File: src/rtl/tmds_channel_decoder_pkg.sv
// Shared TMDS definitions: control tokens (also used by the transmitter)
// and the receive alignment state machine encoding.
package tmds_pkg;

    localparam logic [9:0] CTRL_TOKEN_00 = 10'b1101010100;
    localparam logic [9:0] CTRL_TOKEN_01 = 10'b0010101011;
    localparam logic [9:0] CTRL_TOKEN_10 = 10'b0101010100;
    localparam logic [9:0] CTRL_TOKEN_11 = 10'b1010101011;

    typedef enum logic {
        SEARCH = 1'b0,
        LOCKED = 1'b1
    } state_t;

    // Map the two control bits {c1,c0} to their 10-bit line token.
    function automatic logic [9:0] ctrl_token(input logic [1:0] c);
        logic [9:0] tok;
        case (c)
            2'b00:   tok = CTRL_TOKEN_00;
            2'b01:   tok = CTRL_TOKEN_01;
            2'b10:   tok = CTRL_TOKEN_10;
            default: tok = CTRL_TOKEN_11;
        endcase
        return tok;
    endfunction

endpackage

File: src/rtl/tmds_channel_decoder_if.sv
// Channel bus between the deserializer (master) and the TMDS channel
// decoder (slave): raw 10-bit words in, decoded pixel/control words out.
interface tmds_channel_decoder_if;
    logic [9:0] raw;
    logic       raw_valid;
    logic [7:0] data;
    logic       c0;
    logic       c1;
    logic       de;
    logic       out_valid;
    logic       locked;
    logic [3:0] slip;

    modport master (
        output raw, raw_valid,
        input  data, c0, c1, de, out_valid, locked, slip
    );

    modport slave (
        input  raw, raw_valid,
        output data, c0, c1, de, out_valid, locked, slip
    );
endinterface

File: src/rtl/tmds_word_decode.sv
// Combinational TMDS word decoder: classifies a 10-bit aligned word as a
// control token or a data word and undoes the 8b/10b data encoding.
// Running disparity is not checked.
module tmds_word_decode
    import tmds_pkg::*;
(
    input  logic [9:0] w,
    output logic       is_ctrl,
    output logic [1:0] c,
    output logic [7:0] d
);

    logic [7:0] q;

    // Match the word against each of the four control tokens.
    always_comb begin
        is_ctrl = 1'b0;
        c       = 2'b00;
        for (int k = 0; k < 4; k++) begin
            if (w == ctrl_token(2'(k))) begin
                is_ctrl = 1'b1;
                c       = 2'(k);
            end
        end
    end

    // Undo the optional inversion, then the XOR/XNOR transition chain.
    always_comb begin
        q    = w[9] ? ~w[7:0] : w[7:0];
        d    = 8'h00;
        d[0] = q[0];
        for (int i = 1; i < 8; i++) begin
            d[i] = w[8] ? (q[i] ^ q[i-1]) : ~(q[i] ^ q[i-1]);
        end
    end

endmodule

File: src/rtl/tmds_channel_decoder.sv
// TMDS channel receiver: finds the 10-bit word boundary by hunting for
// runs of control tokens, holds lock while control periods keep arriving,
// and decodes each aligned word through a two-stage pipeline.
module tmds_channel_decoder
    import tmds_pkg::*;
#(
    parameter int DWELL     = 32,
    parameter int LOCK_CTRL = 8,
    parameter int TIMEOUT   = 2048
) (
    input  logic                   clk,
    input  logic                   rst_n,
    tmds_channel_decoder_if.slave  bus
);

    localparam int DWELL_W = (DWELL > 1) ? $clog2(DWELL) : 1;
    localparam int RUN_W   = (LOCK_CTRL > 1) ? $clog2(LOCK_CTRL) : 1;
    localparam int IDLE_W  = (TIMEOUT > 1) ? $clog2(TIMEOUT) : 1;

    localparam logic [DWELL_W-1:0] DWELL_LAST = DWELL_W'(DWELL - 1);
    localparam logic [RUN_W-1:0]   RUN_LAST   = RUN_W'(LOCK_CTRL - 1);
    localparam logic [IDLE_W-1:0]  IDLE_LAST  = IDLE_W'(TIMEOUT - 1);

    state_t             state;
    logic               locked;
    logic [3:0]         slip;
    logic [9:0]         prev;
    logic [DWELL_W-1:0] dwell_cnt;
    logic [RUN_W-1:0]   run_cnt;
    logic [IDLE_W-1:0]  idle_cnt;

    // Window: bit 0 is the earliest received; raw[9] never reaches a window
    // because the largest offset (9) tops out at bit 18 of {raw, prev}.
    logic [18:0] pair;
    logic [9:0]  w;
    logic        is_ctrl;
    logic [1:0]  ctrl_c;
    logic [7:0]  dec_d;

    logic        lock_now;
    logic        drop_now;
    logic        qual;

    logic        vld_p1;
    logic        qual_p1;
    logic        ctrl_p1;
    logic [1:0]  c_p1;
    logic [7:0]  d_p1;

    logic        vld_p2;
    logic        de_p2;
    logic        c0_p2;
    logic        c1_p2;
    logic [7:0]  data_p2;

    assign pair = {bus.raw[8:0], prev};
    assign w    = 10'(pair >> slip);

    tmds_word_decode u_word_decode (
        .w       (w),
        .is_ctrl (is_ctrl),
        .c       (ctrl_c),
        .d       (dec_d)
    );

    // Lock is gained on the LOCK_CTRL-th consecutive token and lost on the
    // TIMEOUT-th consecutive data word; the word causing either transition
    // is qualified by the state the FSM is entering.
    assign lock_now = (state == SEARCH) && is_ctrl && (run_cnt == RUN_LAST);
    assign drop_now = (state == LOCKED) && !is_ctrl && (idle_cnt == IDLE_LAST);
    assign qual     = lock_now || ((state == LOCKED) && !drop_now);

    // Remember the last valid raw word to form straddling windows.
    always_ff @(posedge clk or negedge rst_n) begin
        if (!rst_n) begin
            prev <= 10'd0;
        end else if (bus.raw_valid) begin
            prev <= bus.raw;
        end
    end

    // Alignment FSM: dwell at each offset hunting for a token run, then
    // hold the offset until control periods stop arriving.
    always_ff @(posedge clk or negedge rst_n) begin
        if (!rst_n) begin
            state     <= SEARCH;
            locked    <= 1'b0;
            slip      <= 4'd0;
            dwell_cnt <= '0;
            run_cnt   <= '0;
            idle_cnt  <= '0;
        end else if (bus.raw_valid) begin
            case (state)
                SEARCH: begin
                    if (lock_now) begin
                        state     <= LOCKED;
                        locked    <= 1'b1;
                        dwell_cnt <= '0;
                        run_cnt   <= '0;
                        idle_cnt  <= '0;
                    end else if (dwell_cnt == DWELL_LAST) begin
                        slip      <= (slip == 4'd9) ? 4'd0 : slip + 4'd1;
                        dwell_cnt <= '0;
                        run_cnt   <= '0;
                    end else begin
                        dwell_cnt <= dwell_cnt + 1'b1;
                        run_cnt   <= is_ctrl ? run_cnt + 1'b1 : '0;
                    end
                end
                LOCKED: begin
                    if (drop_now) begin
                        state     <= SEARCH;
                        locked    <= 1'b0;
                        dwell_cnt <= '0;
                        run_cnt   <= '0;
                        idle_cnt  <= '0;
                    end else if (is_ctrl) begin
                        idle_cnt  <= '0;
                    end else begin
                        idle_cnt  <= idle_cnt + 1'b1;
                    end
                end
                default: begin
                    state  <= SEARCH;
                    locked <= 1'b0;
                end
            endcase
        end
    end

    // Stage 1: capture classification, decoded byte and lock qualifier.
    always_ff @(posedge clk or negedge rst_n) begin
        if (!rst_n) begin
            vld_p1  <= 1'b0;
            qual_p1 <= 1'b0;
            ctrl_p1 <= 1'b0;
            c_p1    <= 2'b00;
            d_p1    <= 8'h00;
        end else begin
            vld_p1 <= bus.raw_valid;
            if (bus.raw_valid) begin
                qual_p1 <= qual;
                ctrl_p1 <= is_ctrl;
                c_p1    <= ctrl_c;
                d_p1    <= dec_d;
            end
        end
    end

    // Stage 2: publish qualified words; unqualified slots hold the outputs.
    always_ff @(posedge clk or negedge rst_n) begin
        if (!rst_n) begin
            vld_p2  <= 1'b0;
            de_p2   <= 1'b0;
            c0_p2   <= 1'b0;
            c1_p2   <= 1'b0;
            data_p2 <= 8'h00;
        end else begin
            vld_p2 <= vld_p1 && qual_p1;
            if (vld_p1 && qual_p1) begin
                de_p2 <= !ctrl_p1;
                if (ctrl_p1) begin
                    data_p2 <= 8'h00;
                    c0_p2   <= c_p1[0];
                    c1_p2   <= c_p1[1];
                end else begin
                    data_p2 <= d_p1;
                end
            end
        end
    end

    assign bus.data      = data_p2;
    assign bus.c0        = c0_p2;
    assign bus.c1        = c1_p2;
    assign bus.de        = de_p2;
    assign bus.out_valid = vld_p2;
    assign bus.locked    = locked;
    assign bus.slip      = slip;

endmodule

File: src/flat_wrapper.sv
// flat-port wrapper written by rule: the top's interface ports become plain ports
module tmds_channel_decoder_flat import tmds_pkg::*;
#(
    parameter int DWELL     = 32,
    parameter int LOCK_CTRL = 8,
    parameter int TIMEOUT   = 2048
)
  (clk, rst_n, bus_raw, bus_raw_valid, bus_data, bus_c0, bus_c1, bus_de, bus_out_valid, bus_locked, bus_slip);
  tmds_channel_decoder_if bus_i ();
  input  logic clk;
  input  logic rst_n;
  input wire logic [$bits(bus_i.raw)-1:0] bus_raw;
  input wire logic [$bits(bus_i.raw_valid)-1:0] bus_raw_valid;
  output wire logic [$bits(bus_i.data)-1:0] bus_data;
  output wire logic [$bits(bus_i.c0)-1:0] bus_c0;
  output wire logic [$bits(bus_i.c1)-1:0] bus_c1;
  output wire logic [$bits(bus_i.de)-1:0] bus_de;
  output wire logic [$bits(bus_i.out_valid)-1:0] bus_out_valid;
  output wire logic [$bits(bus_i.locked)-1:0] bus_locked;
  output wire logic [$bits(bus_i.slip)-1:0] bus_slip;
  assign bus_i.raw = bus_raw;
  assign bus_i.raw_valid = bus_raw_valid;
  assign bus_data = bus_i.data;
  assign bus_c0 = bus_i.c0;
  assign bus_c1 = bus_i.c1;
  assign bus_de = bus_i.de;
  assign bus_out_valid = bus_i.out_valid;
  assign bus_locked = bus_i.locked;
  assign bus_slip = bus_i.slip;
  tmds_channel_decoder #(.DWELL(DWELL), .LOCK_CTRL(LOCK_CTRL), .TIMEOUT(TIMEOUT)) u_core (.clk(clk), .rst_n(rst_n), .bus(bus_i));
endmodule
File: config.mk
export PLATFORM = sky130hd
export DESIGN_NAME = tmds_channel_decoder_flat
export DESIGN_NICKNAME = d
export VERILOG_FILES = /design/src/rtl/tmds_channel_decoder_pkg.sv /design/src/rtl/tmds_channel_decoder_if.sv /design/src/rtl/tmds_word_decode.sv /design/src/rtl/tmds_channel_decoder.sv /design/src/flat_wrapper.sv
export SDC_FILE = /design/constraint.sdc
export NUM_CORES = 1
export LEC_CHECK = 0
export ABC_AREA = 0
export CORE_AREA = 2 2 101 103
export DETAILED_ROUTE_END_ITERATION = 10
export DIE_AREA = 0 0 103 105
export SYNTH_ARGS = -nofsm -noshare
export SYNTH_HDL_FRONTEND = slang
export SYNTH_SLANG_ARGS = --single-unit
File: constraint.sdc
create_clock -name clk -period 4.67 [get_ports clk]
set_clock_uncertainty 0.15 [all_clocks]
set_input_delay 0.934 -clock clk [delete_from_list [all_inputs] [get_ports clk]]
set_output_delay 0.934 -clock clk [all_outputs]
set_load 0.01 [all_outputs]
# After elaboration in Yosys (flattened, before gate mapping)
# Index checks and enable logic that the tools add are counted.
[word_totals] ff_bits=60 out_inout_bits=17
[op_classes] n_addsub=4 eq_ne=10 n_shift=1 n_mux=36 n_bitwise=17 reduce_logical=15
[ops] op="2-to-1 mux 11 bit" n=3
[ops] op="one-hot mux 11 bit (2 select lines)" n=1
[ops] op="equality test 10 bit, second input constant" n=2
[ops] op="right shift 19 x 4 -> 10 bit" n=1
[ops] op="2-to-1 mux 1 bit" n=16
[ops] op="2-to-1 mux 8 bit" n=2
[ops] op="2-to-1 mux 5 bit" n=3
[ops] op="2-to-1 mux 3 bit" n=4
[ops] op="adder 11 x 1 -> 11 bit, second input constant" n=1
[ops] op="equality test 11 bit, second input constant" n=1
[ops] op="equality test 10 x 8 -> 1 bit, second input constant" n=1
[ops] op="equality test 10 x 9 -> 1 bit, second input constant" n=1
[ops] op="one-hot mux 5 bit (2 select lines)" n=1
[ops] op="NOT 1 bit" n=9
[ops] op="NOT 8 bit" n=1
[ops] op="XOR 1 bit" n=7
[ops] op="logical AND 1 bit" n=6
[ops] op="one-hot mux 3 bit (2 select lines)" n=1
[ops] op="AND reduction 2 bit" n=3
[ops] op="adder 5 x 1 -> 5 bit, second input constant" n=1
[ops] op="equality test 5 bit, second input constant" n=1
[ops] op="adder 4 x 1 -> 4 bit, second input constant" n=1
[ops] op="equality test 4 bit, second input constant" n=1
[ops] op="2-to-1 mux 2 bit" n=2
[ops] op="other kinds (10)" n=13

# Depth between registers and ports, before layout
[depth] word_depth=12 depth_mapped=16 depth_no_buf=13

# Hierarchy
# From an unflattened synthesis, not the netlist that was laid out.
[unflattened] hier_cells=318 hier_area_um2=3512.1
[modules_own_cells] module="tmds_channel_decoder" n_inst=1 cells_each=292 area_each_um2=3273.1 seq_area_each_um2=1501.4
[modules_own_cells] module="tmds_word_decode" n_inst=1 cells_each=26 area_each_um2=239.0 seq_area_each_um2=0.0

# Worst setup path before layout
# Ideal clock, no wire load.
[synth_timing] kind="input-to-reg" startpoint="input port bus_raw[2]" endpoint="register u_core.slip[1] (netlist: u_core.bus.slip[1])" setup_ns=0.133 arrival_time_ns=3.324 path_slack_ns=1.063 stages=12 n_path_buf=1 cell_sequence="mux4_2 > mux2_2 > a21oi_2 > inv_1 > ha_1 > and4_1 > nand2_1 > mux2i_1 > or3_4 > buf_6 > o31ai_2 > o41ai_2"
[synth_between] elab_chain_cells=10 word_cells_on_any_way=13 cone_classes="4 x eq/ne; 1 x shift; 4 x mux; 1 x bitwise; 3 x reduce/logical"
[synth_rtl] element="start, declared" line="flat_wrapper.sv:12" rtl="input wire logic [$bits(bus_i.raw)-1:0] bus_raw;"
[synth_rtl] element="right shift 19 x 4 -> 10 bit (*)" line="tmds_channel_decoder.sv:57" rtl="assign w = 10'(pair >> slip);"
[synth_rtl] element="equality test 10 bit" line="tmds_word_decode.sv:20" rtl="if (w == ctrl_token(2'(k))) begin"
[synth_rtl] element="2-to-1 mux 1 bit (3 in a row)" line="tmds_word_decode.sv:20"
[synth_rtl] element="2-to-1 mux 1 bit (*)" line="tmds_word_decode.sv:20"
[synth_rtl] element="logical AND 1 bit (*) (2 in a row)" line="tmds_channel_decoder.sv:69" rtl="assign lock_now = (state == SEARCH) && is_ctrl && (run_cnt == RUN_LAST);"
[synth_rtl] element="NOT 1 bit (no line) (*)"
[synth_rtl] element="AND reduction 4 bit (no line) (*)"
[synth_rtl] element="end signal, assigned" line="tmds_channel_decoder.sv:102" rtl="slip <= (slip == 4'd9) ? 4'd0 : slip + 4'd1;"
[synth_rtl] element="end, declared" line="tmds_channel_decoder.sv:26" rtl="logic [3:0] slip;"
# Mark *: on every way between the ends. The rest lies on a longest branch, timed or not.
# A chain may end at the register's enable or synchronous reset.

# Worst setup path after layout
[layout_timing] startpoint="input port bus_raw[4]" endpoint="register u_core.dwell_cnt[3]"
[layout_between] elab_chain_cells=11 word_cells_on_any_way=18 cone_classes="5 x eq/ne; 1 x shift; 6 x mux; 6 x reduce/logical"
[layout_rtl] element="right shift 19 x 4 -> 10 bit (*)" line="tmds_channel_decoder.sv:57"
[layout_rtl] element="equality test 10 bit" line="tmds_word_decode.sv:20"
[layout_rtl] element="2-to-1 mux 1 bit (3 in a row)" line="tmds_word_decode.sv:20"
[layout_rtl] element="2-to-1 mux 1 bit (*)" line="tmds_word_decode.sv:20"
[layout_rtl] element="logical NOT 1 bit" line="tmds_channel_decoder.sv:70" rtl="assign drop_now = (state == LOCKED) && !is_ctrl && (idle_cnt == IDLE_LAST);"
[layout_rtl] element="logical AND 1 bit (2 in a row)" line="tmds_channel_decoder.sv:70"
[layout_rtl] element="inequality test 2 bit (no line)"
[layout_rtl] element="AND reduction 2 bit (no line)"
[layout_rtl] element="end signal, assigned" line="tmds_channel_decoder.sv:106" rtl="dwell_cnt <= dwell_cnt + 1'b1;"
[layout_rtl] element="end, declared" line="tmds_channel_decoder.sv:28" rtl="logic [DWELL_W-1:0] dwell_cnt;"
# Marked as above.

==> impl_summary.md <==
Pwr
Across the VDD grid, the largest voltage drop is 0.142 mV. In this run switching power makes up 32.5% of total power. For this design the total switching power over the nets is 581 uW. The proportion of power drawn by combinational gates is 33.3%. The sequential group share of total power is 36.8%. For this design the static power due to leakage is 1.80 nW.

The clock share of power is 29.9%. Dividing total power by cell area gives a power density of 410 nW/um^2. Internal power comes to 1.21 mW.

Timing
Setup repair after global routing left no endpoint under its margin. The final critical-path share of the clock period is 88.6%. For the finished layout, the period the worst path requires is 4140 ps. The hold violation total from the final report came to 0. For this run, the top clock speed supported by timing is 242 MHz.

The worst-margin pin slew is 1100 ps. The max-slew violation total from the final report is 0. The relative max-transition margin is roughly 27%. Setup total negative slack on the finished layout was measured at 0 ps.

Setup violations remaining at the end of the flow were counted as 0.

Floorplanning
The starting utilization of the core area is 39.1%. The full die area is 10,800 um^2. The total area inside the core boundary comes to 9640 um^2.

In this run the horizontal extent of the chip is roughly 100 um. Pin placement for this block handled 30 I/O pins. The die height is 105 um. The row count is 36.

Clock tree
After clock tree synthesis, the clock-pin slew on the worst setup and hold paths is 80 ps. The number of clock buffers inserted by TritonCTS is 9. CTS built an H-tree with a depth of 3. The tree is rooted in a sky130_fd_sc_hd__clkbuf_8. Buffers inserted to repair hold after CTS numbered 0.

The clock passes through at most 2 buffers. TritonCTS built the clock tree. In this run the post-CTS setup repair buffer count came out at 0. For the worst-skew pair, the clock arrives at the later sink with an insertion delay of 350 ps. The tree built by TritonCTS fans out to 60 sinks. The count of instances resized after the clock tree is built is 0.

Outcome
The run finished with clean final reports.

Yosys
The cell area after synthesis is 3770 um^2. Synthesis produced a netlist whose cell count is 356. Synthesis instantiated 62 different standard cells from the library. The area share of the leading cell type in the synthesized netlist is about 40%. The top cell type by total area after synthesis is sky130_fd_sc_hd__dfrtp_1.

The fraction of registers with async set/reset is 100%. The net count of the mapped netlist is 382. The number of enable-type register cells in the synthesized netlist is 0.

Averaged over all synthesized cells, the footprint is 10.6 um^2. After synthesis, the cell types taking the most area are sky130_fd_sc_hd__dfrtp_1 40%, sky130_fd_sc_hd__mux2_2 7.5%, sky130_fd_sc_hd__mux4_2 6.6%, sky130_fd_sc_hd__mux2i_1 5.0%, sky130_fd_sc_hd__nand2_1 4.6%. Counting flops and latches in the post-synthesis netlist gives 60.

The predominant post-synthesis flop cell is sky130_fd_sc_hd__dfrtp_1. The synthesis warning total is 0. The fraction of the yosys area taken by sequential cells is 39.8%.

Finish
Of the cells placed in the final design, the portion with a size suffix greater than 1 is between 10% and 20%. The antenna diode count is 0. The number of inserted filler cells in the final layout is 952. The top cell types in the final layout, fill and taps aside, are 60 x sky130_fd_sc_hd__dfrtp_1, 46 x sky130_fd_sc_hd__nand2_1, 28 x sky130_fd_sc_hd__clkdlybuf4s50_1. For this run, the post-layout net count is a little over 400.

The final instance area is 4370 um^2. The signed area change from the synthesized netlist to the final layout is 15.9%. Summing all flip-flop and latch instances after layout gives 1500 um^2. The multi-input combinational cells in the finished layout cover a total of 2100 um^2. Leaving out fill and tap cells, the most frequent cell in the layout is sky130_fd_sc_hd__dfrtp_1.

Hold path
The path class of the tightest hold or removal check is reg -> reg. The hold-critical path depth is 2.

Drt
The routed layout has 2,769 vias. The final layout contains routed wiring with a total length of 7930 um. Dividing the detail-routed via count by the number of cells gives 5.33. In this run, the number of DRC markers left after iteration 0 of detailed routing was 187.

The count of TritonRoute iterations in the first routing pass is 4. For this run, design rule violations remaining after detail routing come to 0. In this run the remaining antenna-violating nets after routing total 0. The wire length per cell after detailed routing is 15.3 um.

Critical path
STA puts the critical path data arrival time at 4240 ps. Data on the critical path is required at its endpoint by 4770 ps. The worst setup path is of the in -> reg kind.

STA classifies the critical path endpoint as a register. The maximum net fanout on the critical path is 12. STA classifies the critical path startpoint as a primary input. The worst register-to-register path has a depth of 10.

GRT
The initial antenna violation count is 0. The global-route wire length before repair is 14,000 um. The via count of the first global-routing pass was 2,868. The global route total overflow is 0.

Entering global routing, the biggest net connects 35 pins. The aggregate global-route resource usage is 16.6%.

Placed design
Summing all placed instances gives a cell area of 4150 um^2. Routability-driven placement finished with a final weighted congestion of 0.802. The number of buffer cells added on primary ports is 29. The estimated wirelength of the detail-placed design is between 5000 and 6000 um.

Run
Across the run, the number of max-cap violations was 0.
==> final timing paths <==
path / start / to / slack [ps]
max in group asynchronous: rst_n / u_core.prev[3] / 3050
worst max register to register: u_core.bus.slip[1] / u_core.dwell_cnt[3] / 610
worst min-delay path: u_core.bus.data[4] / u_core.bus.data[4] / 330
worst min register to register: u_core.bus.data[4] / u_core.bus.data[4] / 330
worst max-delay path: bus_raw[4] / u_core.dwell_cnt[3] / 530
min in group asynchronous: rst_n / u_core.prev[1] / 430
==> flip-flops by register name, indices dropped and copies added (netlist names), 2 cells and up <==
name and flops:
u_core.idle_cnt 11, u_core.prev 10, u_core.bus.data 8, u_core.d_p1 8, u_core.dwell_cnt 5, u_core.bus.slip 4
u_core.run_cnt 3, u_core.c_p1 2
==> final cells by class <==
| type | count | share of cell area (%) |
|---|---|---|
| tap | 133 | 3.81 |
| clock buffer | 9 | 2.83 |
| clock inverter | 7 | 2.26 |
| multi-input combinational | 260 | 48.0 |
| sequential | 60 | 34.4 |
| timing repair buffer | 33 | 7.21 |
| inverter | 18 | 1.55 |
==> cell families after synthesis <==
| family | synth area share, % |
|---|---|
| muxes | 19.4 |
| xor gates and xnor gates | 4.54 |
| buffers and inverters | 4.61 |
| and+or+nand+nor | 14.9 |
| DFF | 39.8 |
| AOI/OAI and AO/OA | 12.4 |
| adders and majority gates | 4.31 |
==> Yosys cell counts (4+ instances only) <==
| cell type | count |
|---|---|
| sky130_fd_sc_hd__nand3_1 | 11 |
| sky130_fd_sc_hd__nand2b_1 | 12 |
| sky130_fd_sc_hd__nor2_2 | 5 |
| sky130_fd_sc_hd__o21ai_1 | 5 |
| sky130_fd_sc_hd__a21oi_1 | 8 |
| sky130_fd_sc_hd__a32o_1 | 4 |
| sky130_fd_sc_hd__mux4_2 | 11 |
| sky130_fd_sc_hd__mux2i_1 | 19 |
| sky130_fd_sc_hd__dfrtp_1 | 60 |
| sky130_fd_sc_hd__buf_2 | 4 |
| sky130_fd_sc_hd__nor2_1 | 12 |
| sky130_fd_sc_hd__inv_1 | 17 |
| sky130_fd_sc_hd__o21ai_0 | 20 |
| sky130_fd_sc_hd__buf_6 | 4 |
| sky130_fd_sc_hd__nand2_1 | 46 |
| sky130_fd_sc_hd__clkbuf_1 | 9 |
| sky130_fd_sc_hd__mux2_2 | 25 |
| sky130_fd_sc_hd__ha_1 | 13 |
| sky130_fd_sc_hd__xnor2_1 | 7 |
| sky130_fd_sc_hd__xor2_1 | 8 |
==> stage by stage <==
step / instances / hold slack (ps) / worst slack (ps) / util [%] / power [mW]
after floorplan: 356 / 307 / 1060 / - / 1.14
after global placement: 504 / 309 / 230 / 43.0 / 1.25
after detailed placement: 504 / 320 / 173 / 43.0 / 1.26
after CTS: 520 / 336 / 567 / 45.3 / 1.81
after global routing: 520 / 355 / 237 / 45.3 / 1.92
final: 520 / 330 / 531 / 45.3 / 1.79
==> critical path: stages <==
cell,delay (ps)
sky130_fd_sc_hd__clkdlybuf4s50_1,550
sky130_fd_sc_hd__mux2i_1,140
sky130_fd_sc_hd__mux2i_1,250
sky130_fd_sc_hd__a221oi_1,170
sky130_fd_sc_hd__a31oi_1,370
sky130_fd_sc_hd__ha_1,250
sky130_fd_sc_hd__and4_1,230
sky130_fd_sc_hd__nand2_1,60
sky130_fd_sc_hd__o32a_1,230
sky130_fd_sc_hd__a41oi_1,810
sky130_fd_sc_hd__nand2_1,120
sky130_fd_sc_hd__o311ai_1,120
==> power by group through the flow <==
| stage | Clock [mW] | Sequential, mW | Combinational (mW) |
|---|---|---|---|
| detailed placement | 0 | 0.668 | 0.595 |
| global placement | 0 | 0.664 | 0.590 |
| finish | 0.534 | 0.659 | 0.597 |
| floorplan | 0 | 0.644 | 0.495 |
| global route | 0.576 | 0.672 | 0.667 |
| CTS | 0.551 | 0.660 | 0.603 |
==> per-layer routing <==
metal,part of all wire [%],vias to the layer above,track usage [%]
li1,-,1337,-
met5,0,-,0
met1,46,1371,22.5
met4,1.8,0,6.11
met3,3.1,16,3.88
met2,49,45,25.6
Power figures use the tool's default switching activity.
